`src/rtl/touch_frame_latch_if.sv`:
```
// Touch conditioning bus: raw touchpad samples and frame marker in, latched screen coordinates out.
// No backpressure: inputs are sampled on internal ticks; out_valid qualifies out_x/out_y and holds until the next frame.
interface touch_frame_latch_if;
  logic [11:0] touch_x;
  logic [11:0] touch_y;
  logic [11:0] touch_z;
  logic        new_frame;
  logic [11:0] out_x;
  logic [11:0] out_y;
  logic        out_valid;
  logic        touch_down;
  logic        touch_up;
  logic [1:0]  state_dbg;

  modport master (
    output touch_x, touch_y, touch_z, new_frame,
    input  out_x, out_y, out_valid, touch_down, touch_up, state_dbg
  );

  modport slave (
    input  touch_x, touch_y, touch_z, new_frame,
    output out_x, out_y, out_valid, touch_down, touch_up, state_dbg
  );
endinterface

```
`src/rtl/touch_frame_latch.sv`:
```
// Touch conditioning between touchpad_controller and tft_driver: debounced press detection,
// sample averaging, saturating pixel calibration, and a once-per-frame output latch.
module touch_frame_latch #(
  parameter int SAMPLE_DIV = 1000,
  parameter int Z_THRESH   = 256,
  parameter int DEBOUNCE   = 3,
  parameter int AVG_LOG2   = 2,
  parameter int X_OFFSET   = 150,
  parameter int X_SHIFT    = 3,
  parameter int Y_OFFSET   = 300,
  parameter int Y_SHIFT    = 4,
  parameter int X_MAX      = 479,
  parameter int Y_MAX      = 271,
  parameter int NO_TOUCH   = 1000
) (
  input  logic                 cclk,
  input  logic                 rstb,
  touch_frame_latch_if.slave   bus
);

  localparam int DIV_W = (SAMPLE_DIV < 2) ? 1 : $clog2(SAMPLE_DIV);
  localparam int DEB_W = (DEBOUNCE < 2) ? 1 : $clog2(DEBOUNCE + 1);
  localparam int ACC_W = 12 + AVG_LOG2;
  localparam int SMP_W = AVG_LOG2 + 1;

  localparam logic [DIV_W-1:0] DIV_LAST  = DIV_W'(SAMPLE_DIV - 1);
  localparam logic [DEB_W-1:0] DEB_LAST  = DEB_W'(DEBOUNCE - 1);
  localparam logic [SMP_W-1:0] SMP_LAST  = SMP_W'((1 << AVG_LOG2) - 1);
  localparam logic [11:0]      Z_TH12    = 12'(Z_THRESH);
  localparam logic [11:0]      X_OFF12   = 12'(X_OFFSET);
  localparam logic [11:0]      Y_OFF12   = 12'(Y_OFFSET);
  localparam logic [11:0]      X_MAX12   = 12'(X_MAX);
  localparam logic [11:0]      Y_MAX12   = 12'(Y_MAX);
  localparam logic [11:0]      NT12      = 12'(NO_TOUCH);

  typedef enum logic [1:0] {IDLE, PRESS_PEND, TOUCHED, RELEASE_PEND} state_t;

  logic [DIV_W-1:0] div_cnt;
  logic             tick;
  logic             pressed;
  state_t           state;
  logic [DEB_W-1:0] cnt;
  logic [ACC_W-1:0] acc_x, acc_y, sum_x, sum_y;
  logic [SMP_W-1:0] samp_cnt;
  logic             do_acc;
  logic [11:0]      avg_x, avg_y;
  logic             avg_stb;
  logic [11:0]      pending_x, pending_y;
  logic             pending_valid;
  logic             touch_down_r, touch_up_r;
  logic             sync1, sync2, sync2_d, nf_edge;
  logic [11:0]      out_x_r, out_y_r;
  logic             out_valid_r;

  // Saturating calibration: below offset -> 0, otherwise shifted and clamped to the ceiling.
  function automatic logic [11:0] calib(input logic [11:0] avg, input logic [11:0] off,
                                        input int sh, input logic [11:0] maxv);
    logic [11:0] d;
    d = (avg < off) ? 12'd0 : 12'((avg - off) >> sh);
    return (d > maxv) ? maxv : d;
  endfunction

  assign tick    = (div_cnt == '0);
  assign pressed = (bus.touch_z >= Z_TH12);
  assign sum_x   = acc_x + ACC_W'(bus.touch_x);
  assign sum_y   = acc_y + ACC_W'(bus.touch_y);
  assign do_acc  = tick && pressed && (state == TOUCHED || state == RELEASE_PEND);
  assign nf_edge = sync2 & ~sync2_d;

  always_ff @(posedge cclk or negedge rstb) begin
    if (!rstb) begin
      div_cnt <= '0;
    end else if (div_cnt == DIV_LAST) begin
      div_cnt <= '0;
    end else begin
      div_cnt <= div_cnt + 1'b1;
    end
  end

  // A pressed tick in RELEASE_PEND returns to TOUCHED and its sample is accumulated.
  always_ff @(posedge cclk or negedge rstb) begin
    if (!rstb) begin
      state         <= IDLE;
      cnt           <= '0;
      acc_x         <= '0;
      acc_y         <= '0;
      samp_cnt      <= '0;
      avg_x         <= '0;
      avg_y         <= '0;
      avg_stb       <= 1'b0;
      pending_x     <= '0;
      pending_y     <= '0;
      pending_valid <= 1'b0;
      touch_down_r  <= 1'b0;
      touch_up_r    <= 1'b0;
    end else begin
      touch_down_r <= 1'b0;
      touch_up_r   <= 1'b0;
      avg_stb      <= 1'b0;

      if (avg_stb) begin
        pending_x     <= calib(avg_x, X_OFF12, X_SHIFT, X_MAX12);
        pending_y     <= calib(avg_y, Y_OFF12, Y_SHIFT, Y_MAX12);
        pending_valid <= 1'b1;
      end

      if (do_acc) begin
        if (samp_cnt == SMP_LAST) begin
          avg_x    <= 12'(sum_x >> AVG_LOG2);
          avg_y    <= 12'(sum_y >> AVG_LOG2);
          avg_stb  <= 1'b1;
          acc_x    <= '0;
          acc_y    <= '0;
          samp_cnt <= '0;
        end else begin
          acc_x    <= sum_x;
          acc_y    <= sum_y;
          samp_cnt <= samp_cnt + 1'b1;
        end
      end

      if (tick) begin
        case (state)
          IDLE: begin
            if (pressed) begin
              if (DEBOUNCE == 1) begin
                state        <= TOUCHED;
                touch_down_r <= 1'b1;
              end else begin
                state <= PRESS_PEND;
                cnt   <= DEB_W'(1);
              end
            end
          end
          PRESS_PEND: begin
            if (pressed) begin
              if (cnt == DEB_LAST) begin
                state        <= TOUCHED;
                touch_down_r <= 1'b1;
                cnt          <= '0;
              end else begin
                cnt <= cnt + 1'b1;
              end
            end else begin
              state         <= IDLE;
              cnt           <= '0;
              pending_valid <= 1'b0;
            end
          end
          TOUCHED: begin
            if (!pressed) begin
              acc_x    <= '0;
              acc_y    <= '0;
              samp_cnt <= '0;
              if (DEBOUNCE == 1) begin
                state         <= IDLE;
                touch_up_r    <= 1'b1;
                pending_valid <= 1'b0;
              end else begin
                state <= RELEASE_PEND;
                cnt   <= DEB_W'(1);
              end
            end
          end
          RELEASE_PEND: begin
            if (!pressed) begin
              if (cnt == DEB_LAST) begin
                state         <= IDLE;
                touch_up_r    <= 1'b1;
                pending_valid <= 1'b0;
                cnt           <= '0;
              end else begin
                cnt <= cnt + 1'b1;
              end
            end else begin
              state <= TOUCHED;
              cnt   <= '0;
            end
          end
          default: state <= IDLE;
        endcase
      end
    end
  end

  // Outputs load from pending as it stood before this edge, so a coinciding update waits a frame.
  always_ff @(posedge cclk or negedge rstb) begin
    if (!rstb) begin
      sync1       <= 1'b0;
      sync2       <= 1'b0;
      sync2_d     <= 1'b0;
      out_x_r     <= NT12;
      out_y_r     <= NT12;
      out_valid_r <= 1'b0;
    end else begin
      sync1   <= bus.new_frame;
      sync2   <= sync1;
      sync2_d <= sync2;
      if (nf_edge) begin
        out_x_r     <= pending_valid ? pending_x : NT12;
        out_y_r     <= pending_valid ? pending_y : NT12;
        out_valid_r <= pending_valid;
      end
    end
  end

  assign bus.out_x      = out_x_r;
  assign bus.out_y      = out_y_r;
  assign bus.out_valid  = out_valid_r;
  assign bus.touch_down = touch_down_r;
  assign bus.touch_up   = touch_up_r;
  assign bus.state_dbg  = state;

endmodule

```
`src/flat_wrapper.sv`:
```
// flat-port wrapper written by rule: the top's interface ports become plain ports
module touch_frame_latch_flat 
#(
  parameter int SAMPLE_DIV = 1000,
  parameter int Z_THRESH   = 256,
  parameter int DEBOUNCE   = 3,
  parameter int AVG_LOG2   = 2,
  parameter int X_OFFSET   = 150,
  parameter int X_SHIFT    = 3,
  parameter int Y_OFFSET   = 300,
  parameter int Y_SHIFT    = 4,
  parameter int X_MAX      = 479,
  parameter int Y_MAX      = 271,
  parameter int NO_TOUCH   = 1000
)
  (cclk, rstb, bus_touch_x, bus_touch_y, bus_touch_z, bus_new_frame, bus_out_x, bus_out_y, bus_out_valid, bus_touch_down, bus_touch_up, bus_state_dbg);
  touch_frame_latch_if bus_i ();
  input  logic cclk;
  input  logic rstb;
  input wire logic [$bits(bus_i.touch_x)-1:0] bus_touch_x;
  input wire logic [$bits(bus_i.touch_y)-1:0] bus_touch_y;
  input wire logic [$bits(bus_i.touch_z)-1:0] bus_touch_z;
  input wire logic [$bits(bus_i.new_frame)-1:0] bus_new_frame;
  output wire logic [$bits(bus_i.out_x)-1:0] bus_out_x;
  output wire logic [$bits(bus_i.out_y)-1:0] bus_out_y;
  output wire logic [$bits(bus_i.out_valid)-1:0] bus_out_valid;
  output wire logic [$bits(bus_i.touch_down)-1:0] bus_touch_down;
  output wire logic [$bits(bus_i.touch_up)-1:0] bus_touch_up;
  output wire logic [$bits(bus_i.state_dbg)-1:0] bus_state_dbg;
  assign bus_i.touch_x = bus_touch_x;
  assign bus_i.touch_y = bus_touch_y;
  assign bus_i.touch_z = bus_touch_z;
  assign bus_i.new_frame = bus_new_frame;
  assign bus_out_x = bus_i.out_x;
  assign bus_out_y = bus_i.out_y;
  assign bus_out_valid = bus_i.out_valid;
  assign bus_touch_down = bus_i.touch_down;
  assign bus_touch_up = bus_i.touch_up;
  assign bus_state_dbg = bus_i.state_dbg;
  touch_frame_latch #(.SAMPLE_DIV(SAMPLE_DIV), .Z_THRESH(Z_THRESH), .DEBOUNCE(DEBOUNCE), .AVG_LOG2(AVG_LOG2), .X_OFFSET(X_OFFSET), .X_SHIFT(X_SHIFT), .Y_OFFSET(Y_OFFSET), .Y_SHIFT(Y_SHIFT), .X_MAX(X_MAX), .Y_MAX(Y_MAX), .NO_TOUCH(NO_TOUCH)) u_core (.cclk(cclk), .rstb(rstb), .bus(bus_i));
endmodule
```
`config.mk`:
```
export PLATFORM = sky130hd
export DESIGN_NAME = touch_frame_latch_flat
export DESIGN_NICKNAME = d
export VERILOG_FILES = /design/src/rtl/touch_frame_latch_if.sv /design/src/rtl/touch_frame_latch.sv /design/src/flat_wrapper.sv
export SDC_FILE = /design/constraint.sdc
export NUM_CORES = 1
export LEC_CHECK = 0
export ABC_AREA = 1
export BUFFER_PORTS_ARGS = -buffer_cell sky130_fd_sc_hd__buf_4
export CELL_PAD_IN_SITES_DETAIL_PLACEMENT = 1
export CELL_PAD_IN_SITES_GLOBAL_PLACEMENT = 1
export CORE_UTILIZATION = 43
export CTS_BUF_LIST = sky130_fd_sc_hd__clkbuf_4 sky130_fd_sc_hd__clkbuf_8 sky130_fd_sc_hd__clkbuf_16
export DETAILED_ROUTE_END_ITERATION = 8
export PLACE_DENSITY_LB_ADDON = 0.1
export SYNTH_ARGS = -nofsm -noshare
export SYNTH_HDL_FRONTEND = slang
export SYNTH_SLANG_ARGS = --single-unit
```
`constraint.sdc`:
```
create_clock -name cclk -period 3.8 [get_ports cclk]
set_input_delay 0 -clock cclk [delete_from_list [all_inputs] [get_ports cclk]]
set_output_delay 0 -clock cclk [all_outputs]
set_load 0.005 [all_outputs]
```
==> impl_metrics.json, run 1 <==
{
  "floorplan.initialDensity": 0.446,
  "antenna_found_initial": 0,
  "yosysWarnings": 0,
  "cts_sinks": 109,
  "synth-seq-cells": 109,
  "io_buffers": 55,
  "fin_crit_sh": 0.609,
  "ff2ff_setup_slack_ns": 1.48,
  "cap_violations": 0,
  "avgSynthCellArea_um2": 7.66,
  "synth.largest_area_cell": "dfrtp_1",
  "dp_hpwl_um": 11800,
  "crit_fanout": 31,
  "clock_path_buffers": 2,
  "drt_iter0_markers": 227,
  "grt_max_degree": 47,
  "start_kind": "flop",
  "cts_resized": 0,
  "fillers": 1774,
  "rows": 43,
  "power_w": 0.00276,
  "worst_slew_pin_slew_ns": 0.939,
  "reg2reg_to": "u_core.acc_x[10]",
  "tns_ns": 0,
  "p_per_area_nw_per_um2": 390,
  "yosys-top-cells-area": "dfrtp_1 40%, nand2_1 15%, inv_1 6.7%, ha_1 5.4%, nand3_1 4.7%",
  "first_pass_iters": 4,
  "drc": 0,
  "syn-cell-area_um2": 6230,
  "synth.distinct_cells": 44,
  "cp-end-kind": "flop",
  "yosysSeqAreaShare": 0.440,
  "grt_pass1_vias": 5729,
  "gr-total-overflow": 0,
  "htreeDepth": 3,
  "cts_tree": "built",
  "skew_ns": 0.00708,
  "core_area_um2": 14000,
  "setup_viol_count_final": 0,
  "die_area_um2": 15000,
  "timing.rr.start": "u_core.div_cnt[0]",
  "grt_util_all_layers": 0.227,
  "drt_wl_total_um": 15800,
  "vias_per_cell": 5.18,
  "setup.worst_path.end": "u_core.acc_x[10]",
  "area_delta_synth_final_pct": 13.4,
  "dp_slack_ns": 1.46,
  "die_h_um": 122,
  "irDropWorstVdd_mv": 0.208,
  "critical_path_class": "flop to flop",
  "worstRegToRegCells": 8,
  "wl_per_cell_um": 15.0,
  "fmax_ghz": 0.432,
  "startpoint": "u_core.div_cnt[0]",
  "leakage_nw": 3.67,
  "layout.nets": 936,
  "postSynthCellCount": 814,
  "rsz0062_at_grt": "no",
  "vias": 5454,
  "hp-class": "input pin to flop",
  "clock_latency_ns": 0.36,
  "postRouteAntennaNets": 0,
  "final_cell_mix": "241 x nand2_1, 111 x inv_1, 99 x dfrtp_1",
  "clk_pin_slew_ns": 0.08,
  "gp_congestion": 0.812,
  "antenna_cells": 0,
  "finalMaxSlewViolations": 0,
  "grt_pass1_wl_um": 26700,
  "drive_gt1_frac": 0.115,
  "status": "finished clean",
  "critPathArrivalTime_ns": 2.57,
  "io_pins": 68,
  "slew_headroom": 0.370,
  "worst_slack_ns": 1.48,
  "crit_required_ns": 4.05,
  "final_common_cell": "nand2_1",
  "cts_made_buffers": 9,
  "synth_top_area_share": 0.398,
  "period_needed_ns": 2.32,
  "dieWidth_um": 122,
  "final-hold-violation-count": 0,
  "root_buffer": "clkbuf_16"
}
-- per-stage QoR --
stage / cells / utilization / instance area (um2) / hold WS (ns)
after floorplan: 817 / - / 6240 / -0.296
after global placement: 1035 / 0.483 / 6760 / 0.0540
after detailed placement: 1035 / 0.483 / 6760 / 0.0583
after CTS: 1053 / 0.505 / 7070 / 0.0248
after global routing: 1053 / 0.505 / 7070 / 0.0731
final: 1053 / 0.505 / 7070 / 0.0282
-- worst max-delay path: stages, from the launching register on --
cell	delay, ns
dfrtp_1	0.40
inv_1	0.09
ha_1	0.18
nand2_1	0.11
nor3_4	0.31
nand2_4	0.32
nor2_8	0.46
nand3_1	0.15
a21oi_1	0.17
-- area by class of cell --
class | count | area (um2) | area share
flip-flops and latches | 109 | 2740 | 0.388
repair buffers | 60 | 455 | 0.0644
clock buffers | 12 | 254 | 0.0359
inverters | 116 | 437 | 0.0618
well taps | 180 | 225 | 0.0319
clock inverters | 4 | 32.5 | 0.00460
multi-input cells | 572 | 2920 | 0.414
-- cell usage after synthesis (all sizes together) --
master  number
a211oi       1
a21oi       57
a22o         5
a22oi        4
a31oi        3
and2         2
and3         1
buf         16
clkbuf       4
clkinv       4
conb         1
dfrtp       99
dfstp       10
fa           2
ha          27
inv        112
nand2      243
nand2b       1
nand3       61
nand3b       2
nand4       10
nor2        71
nor3         9
o211ai       1
o21ai       45
o21bai       4
o22a         3
o22ai        1
xnor2        4
xor2        11
-- cell families (layout without fill, tap and decap cells) --
logic type	Yosys count	count (layout)	share of synthesized area
XOR/XNOR	15	15	0.0211
flip-flops	109	109	0.440
other	1	4	0.000602
AO/OA/AOI/OAI	124	124	0.110
AND/OR/NAND/NOR	400	400	0.275
buffers and inverters	136	192	0.0929
adder cells (fa/ha/maj)	29	29	0.0606
-- what timing repair did --
item,4_1_cts,5_1_grt
endpoints found under the hold margin,42,0
buffers inserted,0,0
hold buffers,2,0
setup endpoints to repair,0,0
-- sequential cells by signal (all words and copies together) (netlist names), 2 cells and up, named ones only --
name,cells
u_core.bus.out_y,9
u_core.cnt,2
u_core.acc_x,14
u_core.pending_x,9
u_core.div_cnt,10
u_core.samp_cnt,3
u_core.avg_y,10
u_core.avg_x,11
u_core.pending_y,8
u_core.bus.out_x,9
u_core.acc_y,14
-- worst min path at each step --
stage	startpoint	end	slack, ns	cells after the start
after floorplan	rstb	asynchronous set/reset pin	-0.30	0
after global placement	rstb	u_core.bus.out_valid	0.05	1
after detailed placement	rstb	u_core.bus.out_x[1]	0.06	1
after CTS	bus_touch_x[0]	u_core.acc_x[0]	0.02	4
after global routing	bus_touch_x[0]	u_core.acc_x[0]	0.07	4
final	bus_touch_x[0]	u_core.acc_x[0]	0.03	4
-- metal layers --
layer | global-route usage | vias to the layer above | wire, um
met1 | 0.280 | 2664 | 6980
met3 | 0.0270 | 26 | 266
li1 | - | 2706 | -
met5 | 0 | - | 0
met4 | 0.0938 | 0 | 416
met2 | 0.400 | 58 | 8130
-- where the power goes --
group,total [W],leakage [nW],internal [W],switching [W]
combinational,0.000471,2.15,0.000201,0.000269
sequential,0.00135,1.37,0.00128,0.0000658
clock,0.000934,0.142,0.000484,0.000449
total,0.00276,3.67,0.00197,0.000785
(Power assumes the default switching activity.)
==> run 2, diff against run 1 <==
--- a/config.mk
+++ b/config.mk
@@ -5,7 +5,7 @@
 export SDC_FILE = /design/constraint.sdc
 export NUM_CORES = 1
 export LEC_CHECK = 0
-export ABC_AREA = 1
+export ABC_AREA = 0
 export BUFFER_PORTS_ARGS = -buffer_cell sky130_fd_sc_hd__buf_4
 export CELL_PAD_IN_SITES_DETAIL_PLACEMENT = 1
 export CELL_PAD_IN_SITES_GLOBAL_PLACEMENT = 1
==> constraint.sdc (replaced) <==
create_clock -name cclk -period 2.4 [get_ports cclk]
set_input_delay 0 -clock cclk [delete_from_list [all_inputs] [get_ports cclk]]
set_output_delay 0 -clock cclk [all_outputs]
set_load 0.005 [all_outputs]
==> impl_metrics.json, run 2 <==
{
  "final_common_cell": "dfrtp_1",
  "vias_per_cell": 5.38,
  "final-hold-violation-count": 1,
  "synth-compound-area-share": 0.187,
  "fmax_ghz": 0.436,
  "antenna_cells": 0,
  "start_kind": "flop",
  "dpl-instance-area_um2": 6500,
  "grt_util_all_layers": 0.207,
  "period_needed_ns": 2.29,
  "gr-total-overflow": 0,
  "skew_ns": 0.00821,
  "synth_top_area_share": 0.422,
  "clock_latency_ns": 0.36,
  "status": "finished with violations",
  "worst_slew_pin_slew_ns": 0.737,
  "muxShareOfSynthArea": 0.0166,
  "clk_pin_slew_ns": 0.07,
  "fin_crit_sh": 0.955,
  "dieWidth_um": 119,
  "ff2ff_setup_slack_ns": 0.11,
  "cap_violations": 0,
  "grt_pass1_vias": 4799,
  "critPathArrivalTime_ns": 2.53,
  "gp_congestion": 0.811,
  "yosys-top-cells-area": "dfrtp_1 42%, ha_1 5.8%, nand2_1 5.2%, o21ai_0 5.0%, dfstp_2 4.5%",
  "startpoint": "u_core.acc_x[0]",
  "wl_per_cell_um": 15.7,
  "slew_headroom": 0.509,
  "netlist_top_cells_count": "99 x dfrtp_1, 81 x nand2_1, 59 x o21ai_0, 50 x nor2_1, 40 x a21oi_1",
  "synth_flop_cell": "dfrtp_1",
  "avgSynthCellArea_um2": 9.45,
  "setup.worst_path.end": "u_core.avg_x[10]",
  "yosysMostFrequentCell": "dfrtp_1",
  "io_buffers": 55,
  "whs_ns": -0.0113,
  "reg2reg_to": "u_core.avg_x[10]",
  "largestRegisters": "u_core.acc_x x14, u_core.acc_y x14, u_core.avg_x x11",
  "core_area_um2": 13300,
  "syn-cell-area_um2": 5870,
  "timing.rr.start": "u_core.acc_x[0]",
  "first_pass_iters": 4,
  "floorplan.initialDensity": 0.441,
  "stdcell_area_um2": 6910,
  "drt_wl_total_um": 13600,
  "rows": 42,
  "synth_edf_count": 0,
  "layout.nets": 753,
  "htreeDepth": 3,
  "clock_path_buffers": 2,
  "cp-end-kind": "flop",
  "synth-seq-cells": 109,
  "die_h_um": 119,
  "final_cell_mix": "99 x dfrtp_1, 81 x nand2_1, 72 x buf_4",
  "grt_pass1_wl_um": 23300,
  "cts_made_buffers": 9,
  "crit_fanout": 3,
  "cts_sinks": 109,
  "final_cells": 866,
  "antenna_found_initial": 0,
  "drive_gt1_frac": 0.186,
  "utilization": 0.520,
  "grt_max_degree": 56,
  "area_delta_synth_final_pct": 17.8,
  "postRouteAntennaNets": 0,
  "crit_required_ns": 2.63,
  "synth_fa_ha_area_frac": 0.0644,
  "p_per_area_nw_per_um2": 555,
  "worstRegToRegCells": 8,
  "critical_path_class": "flop to flop",
  "setup_viol_count_final": 0,
  "root_buffer": "clkbuf_16",
  "synth.distinct_cells": 66,
  "drc": 0,
  "async_flop_share": 1.00,
  "die_area_um2": 14100,
  "postSynthCellCount": 621,
  "violations": "hold timing",
  "vias": 4660,
  "rsz0062_at_grt": "no",
  "leakage_nw": 3.18,
  "drt_iter0_markers": 142,
  "yosysSeqAreaShare": 0.467,
  "yosysWarnings": 0,
  "yosys.area_share.simple": 0.181,
  "synth_xor_area_frac": 0.0448,
  "synth.largest_area_cell": "dfrtp_1",
  "dp_hpwl_um": 10300,
  "cts_tree": "built",
  "irDropWorstVdd_mv": 0.351,
  "hp-class": "input pin to flop",
  "io_pins": 68,
  "synth_top_family_by_area": "compound AO/OA/AOI/OAI gates",
  "finalMaxSlewViolations": 0,
  "place_inst": 843
}
-- run 2: cell count changes in the layout (fill, tap and decap cells not counted), moves of 17 or more --
cell / delta
nand2_1: -160
a21oi_1: -17
nand3_1: -41
a21o_1: +18
o21ai_0: +17
inv_1: -93
-- run 2: critical path: stages (launching register included) --
cell and delay [ns]:
dfrtp_1 0.38, ha_1 0.23, fa_2 0.39, a211oi_2 0.32
o21ai_0 0.18, a41oi_2 0.24, o22ai_1 0.11, o21ba_2 0.25
o21ai_0 0.08
-- run 2: final cells by class --
cell class | instances | area, um2
Clock inverter | 5 | 35.0
Inverter | 19 | 73.8
Fill cell | 1529 | 6380
Sequential cell | 109 | 2740
Tap cell | 176 | 220
Timing Repair Buffer | 79 | 621
Multi-Input combinational cell | 467 | 2980
Clock buffer | 11 | 246
-- run 2: kinds of logic after synthesis --
kind of cell | Yosys count
adders and majority gates | 29
DFF | 109
buffers and inverters | 48
AOI/OAI and AO/OA | 177
muxes | 7
xor gates and xnor gates | 30
other | 1
and+or+nand+nor | 220
-- run 2: power by group --
part	internal, W	total (W)	switching, W
Combinational	0.000232	0.000530	0.000299
Sequential	0.00187	0.00188	0.0000191
Clock	0.000748	0.00142	0.000676
Total	0.00285	0.00384	0.000994
-- run 2: stage by stage --
stage | setup TNS, ns | hold WS, ns | total power (W) | setup slack [ns]
floorplan | 0 | -0.296 | 0.00224 | 0.148
global placement | 0 | 0.109 | 0.00240 | 0.0871
detailed placement | -0.215 | 0.112 | 0.00242 | -0.0881
CTS | 0 | 0.000628 | 0.00388 | 0.0125
global route | 0 | 0.00603 | 0.00401 | 0.00242
finish | 0 | -0.0113 | 0.00384 | 0.107
-- run 2: worst min-delay path by stage --
stage                     from                          to  slack [ns]  depth (start not counted)
2_1_floorplan             rstb  asynchronous set/reset pin       -0.30                          0
3_3_place_gp              rstb              u_core.sync2_d        0.11                          1
3_5_place_dp              rstb              u_core.sync2_d        0.11                          1
4_1_cts        bus_touch_z[11]                        flop      0.0006                          3
5_1_grt        bus_touch_z[10]                        flop       0.006                          3
6_report       bus_touch_z[10]                        flop       -0.01                          3
-- run 2: what timing repair did --
action | 4_1_cts | 5_1_grt
hold endpoints to repair | 55 | 1
buffers inserted | 1 | 0
endpoints found under the setup margin | 6 | 27
pin swaps | 1 | 3
gates resized for setup | 4 | 8
hold buffers | 5 | 1
-- run 2: layer usage --
layer | vias up | track usage | share of wire
li1 | 2304 | - | -
met1 | 2276 | 0.262 | 0.46
met2 | 61 | 0.358 | 0.50
met3 | 19 | 0.0287 | 0.023
met4 | 0 | 0.0799 | 0.018
met5 | - | 0 | 0
